$ cat config.mk
export PLATFORM = sky130hd
export DESIGN_NAME = coord_entry_ctrl
export DESIGN_NICKNAME = d
export VERILOG_FILES = /design/src/rtl/coord_entry_ctrl.sv
export SDC_FILE = /design/constraint.sdc
export NUM_CORES = 1
export LEC_CHECK = 0
export CAP_MARGIN = 20
export CORE_AREA = 2 2 64 66
export CTS_CLUSTER_DIAMETER = 80
export DETAILED_ROUTE_END_ITERATION = 7
export DIE_AREA = 0 0 66 68
export MAX_ROUTING_LAYER = met4
export PLACE_DENSITY = 0.9
export SLEW_MARGIN = 20
export SYNTH_ARGS = -nofsm -noshare
export SYNTH_HDL_FRONTEND = slang
export SYNTH_SLANG_ARGS = --single-unit
$ cat constraint.sdc
create_clock -name i_clk -period 5.2 [get_ports i_clk]
set_clock_uncertainty 0.1 [all_clocks]
set_input_delay 0.52 -clock i_clk [delete_from_list [all_inputs] [get_ports i_clk]]
set_output_delay 0.52 -clock i_clk [all_outputs]
set_load 0.02 [all_outputs]
$ cat src/rtl/coord_entry_ctrl.sv
// coord_entry_ctrl
//   Builds one Battleship coordinate entry from PS/2 scan bytes. The entry is a
//   row letter, then a column digit, then Enter to confirm. It filters the E0 and
//   F0 prefixes and typematic repeats, and sends each new make code to an external
//   scan_to_keys decoder. It then acts on the decoded key one cycle later. The
//   confirmed (row,col) is handed to the game FSM over a valid/ready handshake.
// Ports
//   i_clk, i_reset     clock, asynchronous active-high reset
//   i_scan_byte/valid  byte strobe from the PS/2 receiver (back-to-back allowed)
//   o_short_code       registered make code fed to the decoder
//   i_keys_code        one-hot decode: [9:0] digits '0'..'9', [35:10] letters 'a'..'z'
//   i_enter            decoder Enter flag
//   o_row, o_col       pending/confirmed indices (row 0 = A)
//   o_coord_valid      coordinate offered, held until i_coord_ready
//   o_entry_state      0=ROW 1=COL 2=CONF 3=OUT
//   o_err              single-cycle pulse for a rejected key (evaluation cycle)
module coord_entry_ctrl #(
  parameter int GRID_SIZE = 10
) (
  input  logic        i_clk,
  input  logic        i_reset,
  input  logic [7:0]  i_scan_byte,
  input  logic        i_scan_valid,
  output logic [7:0]  o_short_code,
  input  logic [35:0] i_keys_code,
  input  logic        i_enter,
  output logic [3:0]  o_row,
  output logic [3:0]  o_col,
  output logic        o_coord_valid,
  input  logic        i_coord_ready,
  output logic [1:0]  o_entry_state,
  output logic        o_err
);

  localparam logic [1:0] ST_ROW  = 2'd0;
  localparam logic [1:0] ST_COL  = 2'd1;
  localparam logic [1:0] ST_CONF = 2'd2;
  localparam logic [1:0] ST_OUT  = 2'd3;

  localparam logic [7:0] SC_EXT = 8'hE0;
  localparam logic [7:0] SC_BRK = 8'hF0;
  localparam logic [7:0] SC_ESC = 8'h76;

  logic       r_ext, r_brk, r_dec_pend, r_valid;
  logic [7:0] r_last_make, r_short;
  logic [1:0] r_state;
  logic [3:0] r_row, r_col;

  logic       w_letter, w_digit, w_esc, w_err, w_nvalid;
  logic [3:0] w_r, w_c, w_nrow, w_ncol;
  logic [1:0] w_nstate;

  // Priority encode within the on-board range. Scanning downward lets the lowest
  // set index win. Letters or digits beyond GRID_SIZE are never seen, so they
  // fall into "other".
  always_comb begin
    w_letter = 1'b0;
    w_digit  = 1'b0;
    w_r      = 4'd0;
    w_c      = 4'd0;
    for (int i = GRID_SIZE - 1; i >= 0; i--) begin
      if (i_keys_code[10 + i]) begin
        w_letter = 1'b1;
        w_r      = 4'(i);
      end
      if (i_keys_code[i]) begin
        w_digit = 1'b1;
        w_c     = 4'(i);
      end
    end
  end

  // Esc has no bit in the decoder output, so compare the raw make code.
  assign w_esc = (r_short == SC_ESC);

  // Entry FSM. A key is evaluated only in the cycle after a make is latched
  // (r_dec_pend). In OUT the state waits for the handshake and ignores keys.
  always_comb begin
    w_nstate = r_state;
    w_nrow   = r_row;
    w_ncol   = r_col;
    w_nvalid = r_valid;
    w_err    = 1'b0;
    if (r_state == ST_OUT) begin
      if (r_valid && i_coord_ready) begin
        w_nvalid = 1'b0;
        w_nstate = ST_ROW;
      end
    end else if (r_dec_pend) begin
      if (w_esc) begin
        w_nstate = ST_ROW;
      end else begin
        case (r_state)
          ST_ROW: begin
            if (w_letter) begin
              w_nrow   = w_r;
              w_nstate = ST_COL;
            end else begin
              w_err = 1'b1;
            end
          end
          ST_COL: begin
            if (w_digit) begin
              w_ncol   = w_c;
              w_nstate = ST_CONF;
            end else if (w_letter) begin
              w_nrow = w_r;
            end else begin
              w_err = 1'b1;
            end
          end
          default: begin // ST_CONF
            if (i_enter) begin
              w_nvalid = 1'b1;
              w_nstate = ST_OUT;
            end else if (w_digit) begin
              w_ncol = w_c;
            end else if (w_letter) begin
              w_nrow   = w_r;
              w_nstate = ST_COL;
            end else begin
              w_err = 1'b1;
            end
          end
        endcase
      end
    end
  end

  always_ff @(posedge i_clk or posedge i_reset) begin
    if (i_reset) begin
      r_ext       <= 1'b0;
      r_brk       <= 1'b0;
      r_last_make <= 8'h00;
      r_short     <= 8'h00;
      r_dec_pend  <= 1'b0;
      r_state     <= ST_ROW;
      r_row       <= 4'd0;
      r_col       <= 4'd0;
      r_valid     <= 1'b0;
    end else begin
      r_dec_pend <= 1'b0;
      if (i_scan_valid) begin
        if (i_scan_byte == SC_EXT) begin
          r_ext <= 1'b1;
        end else if (i_scan_byte == SC_BRK) begin
          r_brk <= 1'b1;
        end else if (r_brk || r_ext) begin
          // Prefixed byte: a release (or an extended key) is never decoded.
          // Releasing the held key re-arms the typematic filter.
          r_ext <= 1'b0;
          r_brk <= 1'b0;
          if (r_brk && (i_scan_byte == r_last_make))
            r_last_make <= 8'h00;
        end else if (i_scan_byte != r_last_make) begin
          r_short     <= i_scan_byte;
          r_last_make <= i_scan_byte;
          r_dec_pend  <= 1'b1;
        end
      end
      r_state <= w_nstate;
      r_row   <= w_nrow;
      r_col   <= w_ncol;
      r_valid <= w_nvalid;
    end
  end

  assign o_short_code  = r_short;
  assign o_row         = r_row;
  assign o_col         = r_col;
  assign o_coord_valid = r_valid;
  assign o_entry_state = r_state;
  assign o_err         = w_err;

endmodule

==> Yosys cells after proc, flatten, opt, wreduce, memory -nomap -nowiden <==
Index checks and enable logic that the tools add are counted.
{ "totals": {"reg_bits": 30, "inputBits": 49, "out_inout_bits": 20, "elab_cells": 130} }
{ "op_classes": {"n_bitwise": 6, "reduce_logical": 18, "n_mux": 81, "n_eq_ne": 16} }
{ "op_table": {"columns": ["cell", "n"], "rows": [
  ["$mux 4", 25],
  ["$mux 1", 41],
  ["$mux 8", 3],
  ["$reduce_and 5->1", 4],
  ["$eq 8x8->1 const B", 2],
  ["$mux 2", 8],
  ["$pmux 4 s2", 2],
  ["$ne 2x1->1 const B", 5],
  ["$reduce_bool 2->1", 5],
  ["$eq 8x7->1 const B", 1],
  ["$eq 8x8->1", 1],
  ["$ne 8x8->1", 1],
  ["$reduce_and 4->1", 2],
  ["$ne 6x2->1 const B", 1],
  ["$not 1->1", 6],
  ["$reduce_and 3->1", 2],
  ["$ne 4x4->1 const B", 1],
  ["$pmux 2 s2", 1],
  ["$ne 3x1->1 const B", 1],
  ["$eq 2x1->1 const B", 1],
  ["$eq 2x2->1 const B", 1],
  ["$logic_and 1x1->1", 2],
  ["$logic_not 2->1", 1],
  ["$ne 2x2->1 const B", 1],
  ["other kinds (3)", 3]
]} }

==> Logic depth before layout (Yosys ltp) <==
Gate-level depths: netlist (run 1).
{ "depth": {"depth_word": 17, "mapped_depth": 7, "mapped_depth_nobuf": 5} }

==> Least setup slack after synthesis (run 1) <==
Ideal clock, no wire load.
{ "synth_timing": {"path_type": "input -> output", "from": "in i_keys_code[0]", "to": "out o_err", "arrival_ns": 2.006, "cell_stages": 5, "required_ns": 4.580, "path_slack_ns": 2.574, "path_cell_list": "or4_4 nor4_4 o2bb2ai_4 nand2_1 nor2_1"} }
{ "synth_between": {"elab_chain_cells": 7} }
{ "synth_lines": {"columns": ["element", "line_no", "rtl"], "rows": [
  ["from (decl)", "25", "input logic [35:0] i_keys_code,"],
  ["$mux 1 (*)", "66", "if (i_keys_code[i]) begin"],
  ["$mux 1 (*)", "103", "if (w_digit) begin"],
  ["$mux 1", "113", "if (i_enter) begin"],
  ["$pmux 1 s2 (*)", "93", "case (r_state)"],
  ["$mux 1 (*)", "90", "if (w_esc) begin"],
  ["$mux 1 (*)", "89", "end else if (r_dec_pend) begin"],
  ["$mux 1 (*)", "84", "if (r_state == ST_OUT) begin"],
  ["to (decl)", "32", "output logic o_err"]
]} }
Mark *: on every way between the ends. The rest lies on a longest branch, timed or not.

==> Final worst setup path (run 1) <==
Ends and elaborated chain as after synthesis.

==> run metrics, run 1 <==
status=finished, final reports clean; Buffers & Inverters on Critical Path=2; final hold violation count=0; R2R cell count=5; Synth Area in XOR/XNOR=under 10%; largest family of logic cells by synthesized area=simple AND/OR/NAND/NOR gates; CP cell instances=clkdlybuf4s50_1, or4_4, nor4_4, o2bb2ai_4, nand2_1, nor2_1, clkdlybuf4s50_1; Clock Tree Root=clkbuf_8; post-synthesis mux area share=approximately 7.4%; switching portion of total power=a little over a third; Antenna Violating Nets Remaining=0; Worst path most repeated cell=clkdlybuf4s50_1; Mapped Nets=between 200 and 250; H-tree depth=2; worst min path class=reg2reg; Rel. slew slack=58.6%; Net count, final=271; met3 wire length=roughly 220 um; Hold Slack=~0.39 ns; WHS Endpoint=o_col[1]; fraction of layout cells with a size suffix above 1=8.97%; via count=1,452; hold buffers post-CTS=0; worst-margin pin slew=0.621 ns; area fraction in compound gates after synthesis=17.7%; Finish-stage setup viols=0; setup slack, reg-to-reg=between 2 and 3 ns; DR WL met2=1730 um; min Tclk post-route=roughly 3.6 ns; # DRC=0; Post-Route M1 WL=1620 um; clk buf depth=2; Starting Density=43.5%; adder-cell share of the synthesized area=0%; post-detail-place hpwl=~2700 um; RR Startpoint=r_last_make[7]; Post-synth EDFFs=0; syn avg cell area=10.1 um2; Synth top area share=between 40 and 50%; fmax=275 MHz; core area=between 3000 and 4000 um2; synth warn=0; critical path's largest stage delay=0.61 ns; Leakage=0.000975 uW; Simple-Gate Fraction of Synth Area=between 20 and 25%; synthesized area=1680 um2; GRT Residual Overflow=0; cell count after synthesis=around 170; wire length per cell=13.5 um; fin. max-slew vios=0; die extent in x=66 um; Synth area leader=dfrtp_1; Post-CTS Setup Inserts=0; RSZ-0062 raised after global routing=false; CTS tree=yes; max-cap viol count=0; CP startpoint kind=input port; setup TNS=0 ns; reg2reg end=o_short_code[7]; Slowest-stage cell, CP=clkdlybuf4s50_1; via count of the first global-routing pass=roughly 1,400; # IOs=69; GPL Wtd Cong=0.824; Comb pwr share=about two fifths; CP arrival=between 3 and 4 ns; element type at the critical path end=output pin; die area=4490 um2; Worst Hold Depth=1; first-pass GRT wire length=6270 um; routed wire length=3680 um; Pint=581 uW; register share of total power=39.5%; clock sink count=30; initial antenna violation count=0; FF+latch count, synth=30; std cell rows=23; maximum vdd ir drop=180 uV; final worst-path cycle share=70.0%; Die Ht=approximately 68 um; Area growth, synth to finish=39.3%; total clock buffers created by CTS=5; Setup CP Type=in2out; Total Power=897 uW; clk_lat worst skew=about 0.28 ns; average vias per placed instance=5.32; dominant synthesized flop cell=dfrtp_1; sequential cell area fraction in the yosys report=about 45%; Ant. Diodes=0; largest net degree at the start of global routing=31; CP required=4.58 ns; clock share of power=between 20% and 30%; top routing layer in use=met4; first-pass iteration count of the detailed router=4; PortBufs=52; NetSw=316 uW; hold_sp=o_col[1]; asr flop ratio synth=100%; post-CTS sizing=0; synth top area cells=dfrtp_1 (45%), mux2_1 (4.7%), xor2_1 (4.2%), nor2_1 (3.1%), a22o_1 (3.1%); CP Max Fanout=5; Reg clk slew, reported paths=roughly 0.060 ns; GRT Resource Usage Total=a little under a fifth; Yosys cell types=48; PD cells=383 nW/um2; cell family with the largest share of critical-path delay=simple AND/OR/NAND/NOR gates; initial drt markers=77
## worst max-delay path by stage
stage	cells past startpoint	to	slack, ns	start
after global placement	7	o_err	1.57	i_keys_code[0]
after detailed placement	7	o_err	1.55	i_keys_code[0]
after CTS	7	o_err	1.54	i_keys_code[0]
final	7	o_err	1.56	i_keys_code[0]
after floorplan	5	o_err	2.57	i_keys_code[0]
after global routing	7	o_err	1.45	i_keys_code[4]
## cells by family (layout without fill, tap and decap cells)
family                    Yosys count  in the layout
and+or+nand+nor                    60             60
AOI/OAI and AO/OA                  41             41
DFF                                30             30
buffers and inverters              17             73
muxes                              11             11
xor gates and xnor gates            8              8
## per-layer routing
metal / global-route usage (%) / vias to the layer above
li1: - / 722
met1: 23.0 / 683
met2: 29.4 / 38
met3: 5.10 / 9
met4: 8.67 / 0
met5: - / -
## synth_stat cells, types with 3 or more instances
library cell  instances
xor2_1                8
mux2i_1               3
nand2_1               9
a31oi_1               4
o21ai_0               3
a22o_1                6
nor3_1                8
mux2_1                7
a21oi_1               7
dfrtp_1              30
o21ai_1               7
nor4_2                3
nor2_1               14
o31ai_1               3
nand3_1               3
or4_1                 4
inv_1                11
## cell usage in the layout, fill, tap and decap left out, types with 4 or more instances in the layout
| cell | instances |
|---|---|
| nand2_1 | 9 |
| clkbuf_8 | 6 |
| xor2_1 | 8 |
| dfrtp_1 | 30 |
| nor2_1 | 14 |
| a31oi_1 | 4 |
| clkdlybuf4s50_1 | 52 |
| o21ai_1 | 7 |
| or4_1 | 4 |
| a21oi_1 | 7 |
| mux2_1 | 7 |
| inv_1 | 11 |
| a22o_1 | 6 |
| nor3_1 | 8 |
## sequential cells by signal, summed over array words and instances, names as in the netlist
register       count
o_coord_valid      1
o_short_code       8
o_entry_state      2
r_brk              1
o_col              4
r_ext              1
r_dec_pend         1
o_row              4
r_last_make        8
## through the flow
stage | worst slack (ns) | util (%) | area [um2] | instances
final | 1.56 | 60.7 | 2340 | 273
after global routing | 1.45 | 60.7 | 2340 | 273
after CTS | 1.54 | 60.7 | 2340 | 273
after detailed placement | 1.55 | 58.3 | 2250 | 265
after global placement | 1.57 | 58.3 | 2250 | 265
after floorplan | 2.57 | - | 1680 | 167
## power by group through the flow
stage | Combinational, uW | Clock [uW] | Sequential, uW
floorplan | 161 | 0 | 393
global placement | 349 | 0 | 355
detailed placement | 354 | 0 | 358
CTS | 356 | 200 | 355
global route | 382 | 210 | 365
finish | 352 | 191 | 354
## area by class of cell
class | instances | area (um2)
fillers | 346 | 1520
multi-input cells | 120 | 862
flip-flops and latches | 30 | 751
repair buffers | 53 | 528
clock buffers | 7 | 86.3
well taps | 50 | 62.6
inverters | 12 | 45.0
clock inverters | 1 | 5.00
No activity file was read; power rests on OpenSTA's default activity.
==> run 2, diff against run 1 <==
--- a/config.mk
+++ b/config.mk
@@ -6,12 +6,12 @@
 export NUM_CORES = 1
 export LEC_CHECK = 0
 export CAP_MARGIN = 20
-export CORE_AREA = 2 2 64 66
+export CORE_AREA = 2 2 69 71
 export CTS_CLUSTER_DIAMETER = 80
 export DETAILED_ROUTE_END_ITERATION = 7
-export DIE_AREA = 0 0 66 68
+export DIE_AREA = 0 0 71 73
 export MAX_ROUTING_LAYER = met4
-export PLACE_DENSITY = 0.9
+export PLACE_DENSITY = 0.83
 export SLEW_MARGIN = 20
 export SYNTH_ARGS = -nofsm -noshare
 export SYNTH_HDL_FRONTEND = slang
==> constraint.sdc (replaced) <==
create_clock -name i_clk -period 3.23 [get_ports i_clk]
set_clock_uncertainty 0.1 [all_clocks]
set_input_delay 0.323 -clock i_clk [delete_from_list [all_inputs] [get_ports i_clk]]
set_output_delay 0.323 -clock i_clk [all_outputs]
set_load 0.02 [all_outputs]
==> run 2 against run 1 <==
  * Cell count is 2.2% higher
  * Worst setup slack worse by 1.0 ns
  * Non-clock buffer count is 2 higher
  * Sequential share of layout area is 0.36 points lower
  * Final area is 1.1% higher
  * Register-to-register slack worse by 1.7 ns
  * Count of clock-buffer cells in the layout stayed put
  * Hold slack worse by 0.067 ns
  * Global-route usage is 3.3 points lower
  * Die area is 15% higher
  * Power is 62% higher
  * Critical path type unchanged
  * Critical endpoint unchanged
==> run metrics, run 2 (synthesized netlist as in run 1, its figures left out) <==
fraction of layout cells with a size suffix above 1=10.2% (was 8.97%); pre-CTS WS=0.115 ns (was 1.55 ns); post-detail-place hpwl=2780 um (was 2710 um); Starting Density=37.0% (was 43.5%); PD cells=613 nW/um2 (was 383 nW/um2); GRT Resource Usage Total=15.5% (was 18.8%); initial drt markers=92 (was 77); die area=5180 um2 (was 4490 um2); CP arrival=2.29 ns (was 3.02 ns); core area=4540 um2 (was 3860 um2); # IOs=69 (unchanged); # DRC=0 (unchanged); Area growth, synth to finish=40.9% (was 39.3%); std cell rows=25 (was 23); CTS tree=yes (unchanged); RSZ-0062 raised after global routing=false (unchanged); PortBufs=52 (unchanged); Post-CTS Setup Inserts=0 (unchanged); fin worst setup slack=0.518 ns (was 1.56 ns); initial antenna violation count=0 (unchanged); Antenna Violating Nets Remaining=0 (unchanged); clock sink count=30 (unchanged); Leakage=0.00101 uW (was 0.000975 uW); CP startpoint kind=input port (unchanged); fin. max-slew vios=0 (unchanged); max-cap viol count=0 (unchanged); min Tclk post-route=2.71 ns; via count=1,463 (was 1,452); die extent in x=71 um (was 66 um); H-tree depth=2 (unchanged); total clock buffers created by CTS=5 (unchanged); Ant. Diodes=0 (unchanged); wire length per cell=13.2 um (was 13.5 um); Clock Tree Root=clkbuf_8 (unchanged); commonest non-fill, non-tap cell in the layout=clkdlybuf4s50_1 (unchanged); Reg clk slew, reported paths=0.06 ns (about the same); final worst-path cycle share=84.0%; reg2reg end=o_col[1] (was o_short_code[7]); clk_lat worst skew=0.28 ns (about the same); GRT Residual Overflow=0 (unchanged); Die Ht=73 um (was 68 um); Finish-stage setup viols=0 (unchanged); average vias per placed instance=5.24 (was 5.32); setup TNS=0 ns (unchanged); hold buffers post-CTS=0 (unchanged); CP required=2.81 ns (was 4.58 ns); GPL Wtd Cong=0.763 (was 0.824); CP Max Fanout=5 (unchanged); first-pass iteration count of the detailed router=4 (unchanged); first-pass GRT wire length=6150 um (was 6270 um); worst min path class=in2async (was reg2reg); most frequent cells in the layout=clkdlybuf4s50_1 (51), dfrtp_1 (30), nor2_1 (14) (was clkdlybuf4s50_1 (52), dfrtp_1 (30), nor2_1 (14)); status=finished, final reports clean (unchanged); Setup CP Type=in2out (unchanged); maximum vdd ir drop=289 uV (was 180 uV); Rel. slew slack=55.9% (was 58.6%); fmax=approximately 370 MHz; RR Startpoint=o_short_code[3] (was r_last_make[7]); setup slack, reg-to-reg=1.19 ns (was 2.87 ns); R2R cell count=5 (unchanged); largest net degree at the start of global routing=31 (unchanged); final hold violation count=0 (unchanged); Net count, final=273 (was 271); routed wire length=3700 um (was 3680 um); clk buf depth=2 (unchanged); via count of the first global-routing pass=1,368 (was 1,364); element type at the critical path end=output pin (unchanged); worst-margin pin slew=0.656 ns (was 0.621 ns)
==> run 2: cell count changes in the layout (fill, tap and decap cells not counted), sizes merged <==
cell | previous run | this run
clkdlybuf4s50 | 52 | 51
dlymetal6s2s | 0 | 1
buf | 1 | 3
==> run 2: metrics by stage <==
step | cell area, um2 | cells | util [%] | power (uW) | hold slack (ns)
global placement | 2270 | 271 | 50.0 | 1130 | 0.374
floorplan | 1680 | 167 | - | 892 | 0.314
finish | 2370 | 279 | 52.2 | 1450 | 0.322
detailed placement | 2270 | 271 | 50.0 | 1150 | 0.389
CTS | 2360 | 279 | 52.0 | 1470 | 0.339
global route | 2370 | 279 | 52.2 | 1540 | 0.369
==> run 2: worst max-delay path by stage <==
stage,start,endpoint,cells past startpoint
6_report,i_keys_code[0],o_err,7
5_1_grt,i_keys_code[0],o_err,7
4_1_cts,i_keys_code[4],o_err,7
3_5_place_dp,i_keys_code[0],o_err,7
3_3_place_gp,i_keys_code[0],o_err,7
2_1_floorplan,i_keys_code[0],o_err,5
==> run 2: repair_timing <==
item,CTS,global route
resized for setup,0,2
hold endpoints to repair,0,0
endpoints found under the setup margin,0,1
==> run 2: layout make-up <==
| cell class | count | area (um2) |
|---|---|---|
| tap | 54 | 67.6 |
| multi-input combinational | 120 | 866 |
| sequential | 30 | 751 |
| clock inverter | 1 | 5.00 |
| clock buffer | 7 | 86.3 |
| fill | 413 | 2170 |
| timing repair buffer | 55 | 546 |
| inverter | 12 | 45.0 |
==> run 2: per-layer routing <==
| metal | vias up | share of wire [%] | wire length (um) | global-route usage [%] |
|---|---|---|---|---|
| li1 | 728 | - | - | - |
| met1 | 697 | 44 | 1610 | 18.7 |
| met2 | 33 | 51 | 1880 | 25.6 |
| met3 | 5 | 4.8 | 178 | 4.01 |
| met4 | 0 | 0.73 | 27 | 5.03 |
| met5 | - | 0 | 0 | - |
==> run 2: critical path, stage by stage <==
cell             delay [ns]
clkdlybuf4s50_1        0.44
or4_4                  0.58
nor4_4                 0.29
o2bb2ai_4              0.19
nand2_1                0.10
nor2_1                 0.12
dlymetal6s2s_1         0.23
==> run 2: where the power goes <==
group          switching (uW)  total [uW]  internal (uW)
Sequential               99.7         573            473
Combinational             275         568            293
Clock                     139         311            172
Total                     513        1450            937
==> run 3, diff against run 2 <==
--- a/config.mk
+++ b/config.mk
@@ -6,12 +6,12 @@
 export NUM_CORES = 1
 export LEC_CHECK = 0
 export CAP_MARGIN = 20
-export CORE_AREA = 2 2 69 71
+export CORE_AREA = 2 2 66 68
 export CTS_CLUSTER_DIAMETER = 80
 export DETAILED_ROUTE_END_ITERATION = 7
-export DIE_AREA = 0 0 71 73
+export DIE_AREA = 0 0 68 70
 export MAX_ROUTING_LAYER = met4
-export PLACE_DENSITY = 0.83
+export PLACE_DENSITY = 0.86
 export SLEW_MARGIN = 20
 export SYNTH_ARGS = -nofsm -noshare
 export SYNTH_HDL_FRONTEND = slang
==> constraint.sdc (replaced) <==
create_clock -name i_clk -period 2.83 [get_ports i_clk]
set_clock_uncertainty 0.1 [all_clocks]
set_input_delay 0.283 -clock i_clk [delete_from_list [all_inputs] [get_ports i_clk]]
set_output_delay 0.283 -clock i_clk [all_outputs]
set_load 0.02 [all_outputs]
==> run 3 against run 2 <==
  * First-iteration DRC count up 38%
  * Largest power group is now combinational cells
  * Highest routed layer unchanged
  * Sequential share of layout area fell by 1.6 points
  * Via count grew 4.4%
==> run metrics, run 3 (synthesized netlist as in run 1, its figures left out) <==
status=finished, final reports clean (unchanged); final worst-path cycle share=93.6%; Antenna Violating Nets Remaining=0 (unchanged); element type at the critical path end=output pin (unchanged); Leakage=0.00108 uW (was 0.00101 uW); initial antenna violation count=0 (unchanged); cell count after placement=285 (was 271); fin. max-slew vios=0 (unchanged); clk_lat worst skew=0.28 ns (about the same); PortBufs=52 (unchanged); CP Max Fanout=4 (was 5); core area=4140 um2 (was 4540 um2); total clock buffers created by CTS=5 (unchanged); most frequent cells in the layout=clkdlybuf4s50_1 (51), dfrtp_1 (30), buf_4 (19) (was clkdlybuf4s50_1 (51), dfrtp_1 (30), nor2_1 (14)); H-tree depth=2 (unchanged); via count=1,528 (was 1,463); die area=4760 um2 (was 5180 um2); clk buf depth=2 (unchanged); RR Startpoint=r_last_make[1] (was o_short_code[3]); Area growth, synth to finish=48.5% (was 40.9%); GR Util met3=4.03% (was 4.01%); Clock Tree Root=clkbuf_8 (unchanged); pre-CTS WS=-0.0858 ns (was 0.115 ns); CP required=2.45 ns (was 2.81 ns); # IOs=69 (unchanged); fin cells=293 (was 279); fmax=377 MHz; RSZ-0062 raised after global routing=false (unchanged); worst min path class=in2async (unchanged); GRT Resource Usage Total=18.8% (was 15.5%); Starting Density=40.5% (was 37.0%); GRT Residual Overflow=0 (unchanged); maximum vdd ir drop=258 uV (was 289 uV); initial drt markers=127 (was 92); Rel. slew slack=63.2% (was 55.9%); first-pass GRT wire length=6600 um (was 6150 um); Ant. Diodes=0 (unchanged); Net count, final=289 (was 273); worst-margin pin slew=0.548 ns (was 0.656 ns); setup slack, reg-to-reg=0.78 ns (was 1.19 ns); std cell rows=24 (was 25); GRT met2 Usage=29.7% (was 25.6%); CP startpoint kind=input port (unchanged); Setup CP Type=in2out (unchanged); Die Ht=70 um (was 73 um); max-cap viol count=0 (unchanged); average vias per placed instance=5.22 (was 5.24); PD cells=705 nW/um2 (was 613 nW/um2); fin worst setup slack=0.181 ns (was 0.518 ns); fillcell total=344 (was 413); # DRC=0 (unchanged); GPL Wtd Cong=0.868 (was 0.763); via count of the first global-routing pass=1,513 (was 1,368); reg2reg end=o_short_code[7] (was o_col[1]); CTS tree=yes (unchanged); clock sink count=30 (unchanged); Reg clk slew, reported paths=0.07 ns (was 0.06 ns); final hold violation count=0 (unchanged); commonest non-fill, non-tap cell in the layout=clkdlybuf4s50_1 (unchanged); M1 GR Usage=22.4% (was 18.7%); die extent in x=68 um (was 71 um); Top Usage Layer GRT=met2 (unchanged); wire length per cell=13.8 um (was 13.2 um); Final Util=60.2% (was 52.2%); fraction of layout cells with a size suffix above 1=16.2% (was 10.2%); largest net degree at the start of global routing=31 (unchanged); routed wire length=4040 um (was 3700 um); CP arrival=2.27 ns (was 2.29 ns); Finish-stage setup viols=0 (unchanged); R2R cell count=6 (was 5); first-pass iteration count of the detailed router=4 (unchanged); min Tclk post-route=2.65 ns; post-detail-place hpwl=3050 um (was 2780 um)
## run 3: changes by cell type in the layout (fill, tap and decap cells not counted)
cell,change
or4_1,+1
or4_4,-1
dlymetal6s2s_1,-1
clkbuf_8,-1
bufinv_16,+1
clkinv_2,+1
buf_4,+16
clkbuf_1,-1
dlygate4sd2_1,+1
## run 3: worst max-delay path by stage
| stage | from | to | slack, ns | depth (start not counted) |
|---|---|---|---|---|
| 2_1_floorplan | i_keys_code[0] | o_err | 0.68 | 5 |
| 3_3_place_gp | i_keys_code[0] | o_err | -0.1 | 7 |
| 3_5_place_dp | i_keys_code[0] | o_err | -0.09 | 7 |
| 4_1_cts | i_keys_code[0] | o_err | 0.18 | 7 |
| 5_1_grt | i_keys_code[0] | o_err | 0.07 | 7 |
| 6_report | i_keys_code[3] | o_err | 0.18 | 7 |
## run 3: critical path, stage by stage
cell and delay [ns]:
clkdlybuf4s50_1 0.43, or4_4 0.56, nor4_4 0.31, o2bb2ai_4 0.16, nand2_1 0.09, nor2_1 0.11
dlygate4sd2_1 0.33
## run 3: power by group
part           switching (uW)  internal (uW)  total, uW
clock                     163            259        421
sequential                111            540        651
combinational             327            358        686
## run 3: area by class of cell
| type | count | area (um2) | area share [%] |
|---|---|---|---|
| Multi-Input combinational cell | 120 | 862 | 34.6 |
| Sequential cell | 30 | 751 | 30.1 |
| Timing Repair Buffer | 71 | 662 | 26.5 |
| Clock buffer | 5 | 68.8 | 2.76 |
| Tap cell | 52 | 65.1 | 2.61 |
| Inverter | 12 | 45.0 | 1.81 |
| Clock inverter | 3 | 40.0 | 1.61 |
## run 3: through the flow
step           instance area [um2]  total power, uW  hold slack, ns  TNS [ns]
5_1_grt                       2490             1870           0.332         0
2_1_floorplan                 1680             1020           0.274         0
3_3_place_gp                  2390             1320           0.373   -0.0950
4_1_cts                       2490             1780           0.279         0
6_report                      2490             1760           0.279         0
3_5_place_dp                  2390             1350           0.377   -0.0858
## run 3: layer usage
metal  wire, um  vias up  share of wire [%]
met5          0        -                  0
met4        121        0                3.0
met2       1980       52                 49
li1           -      756                  -
met1       1680      705                 42
met3        260       15                6.4
## run 3: repair_timing
action | in CTS | in global routing
setup endpoints to repair | 1 | 0
gates resized for setup | 1 | 0
setup buffers | 0 | 0
hold buffers | 0 | 0
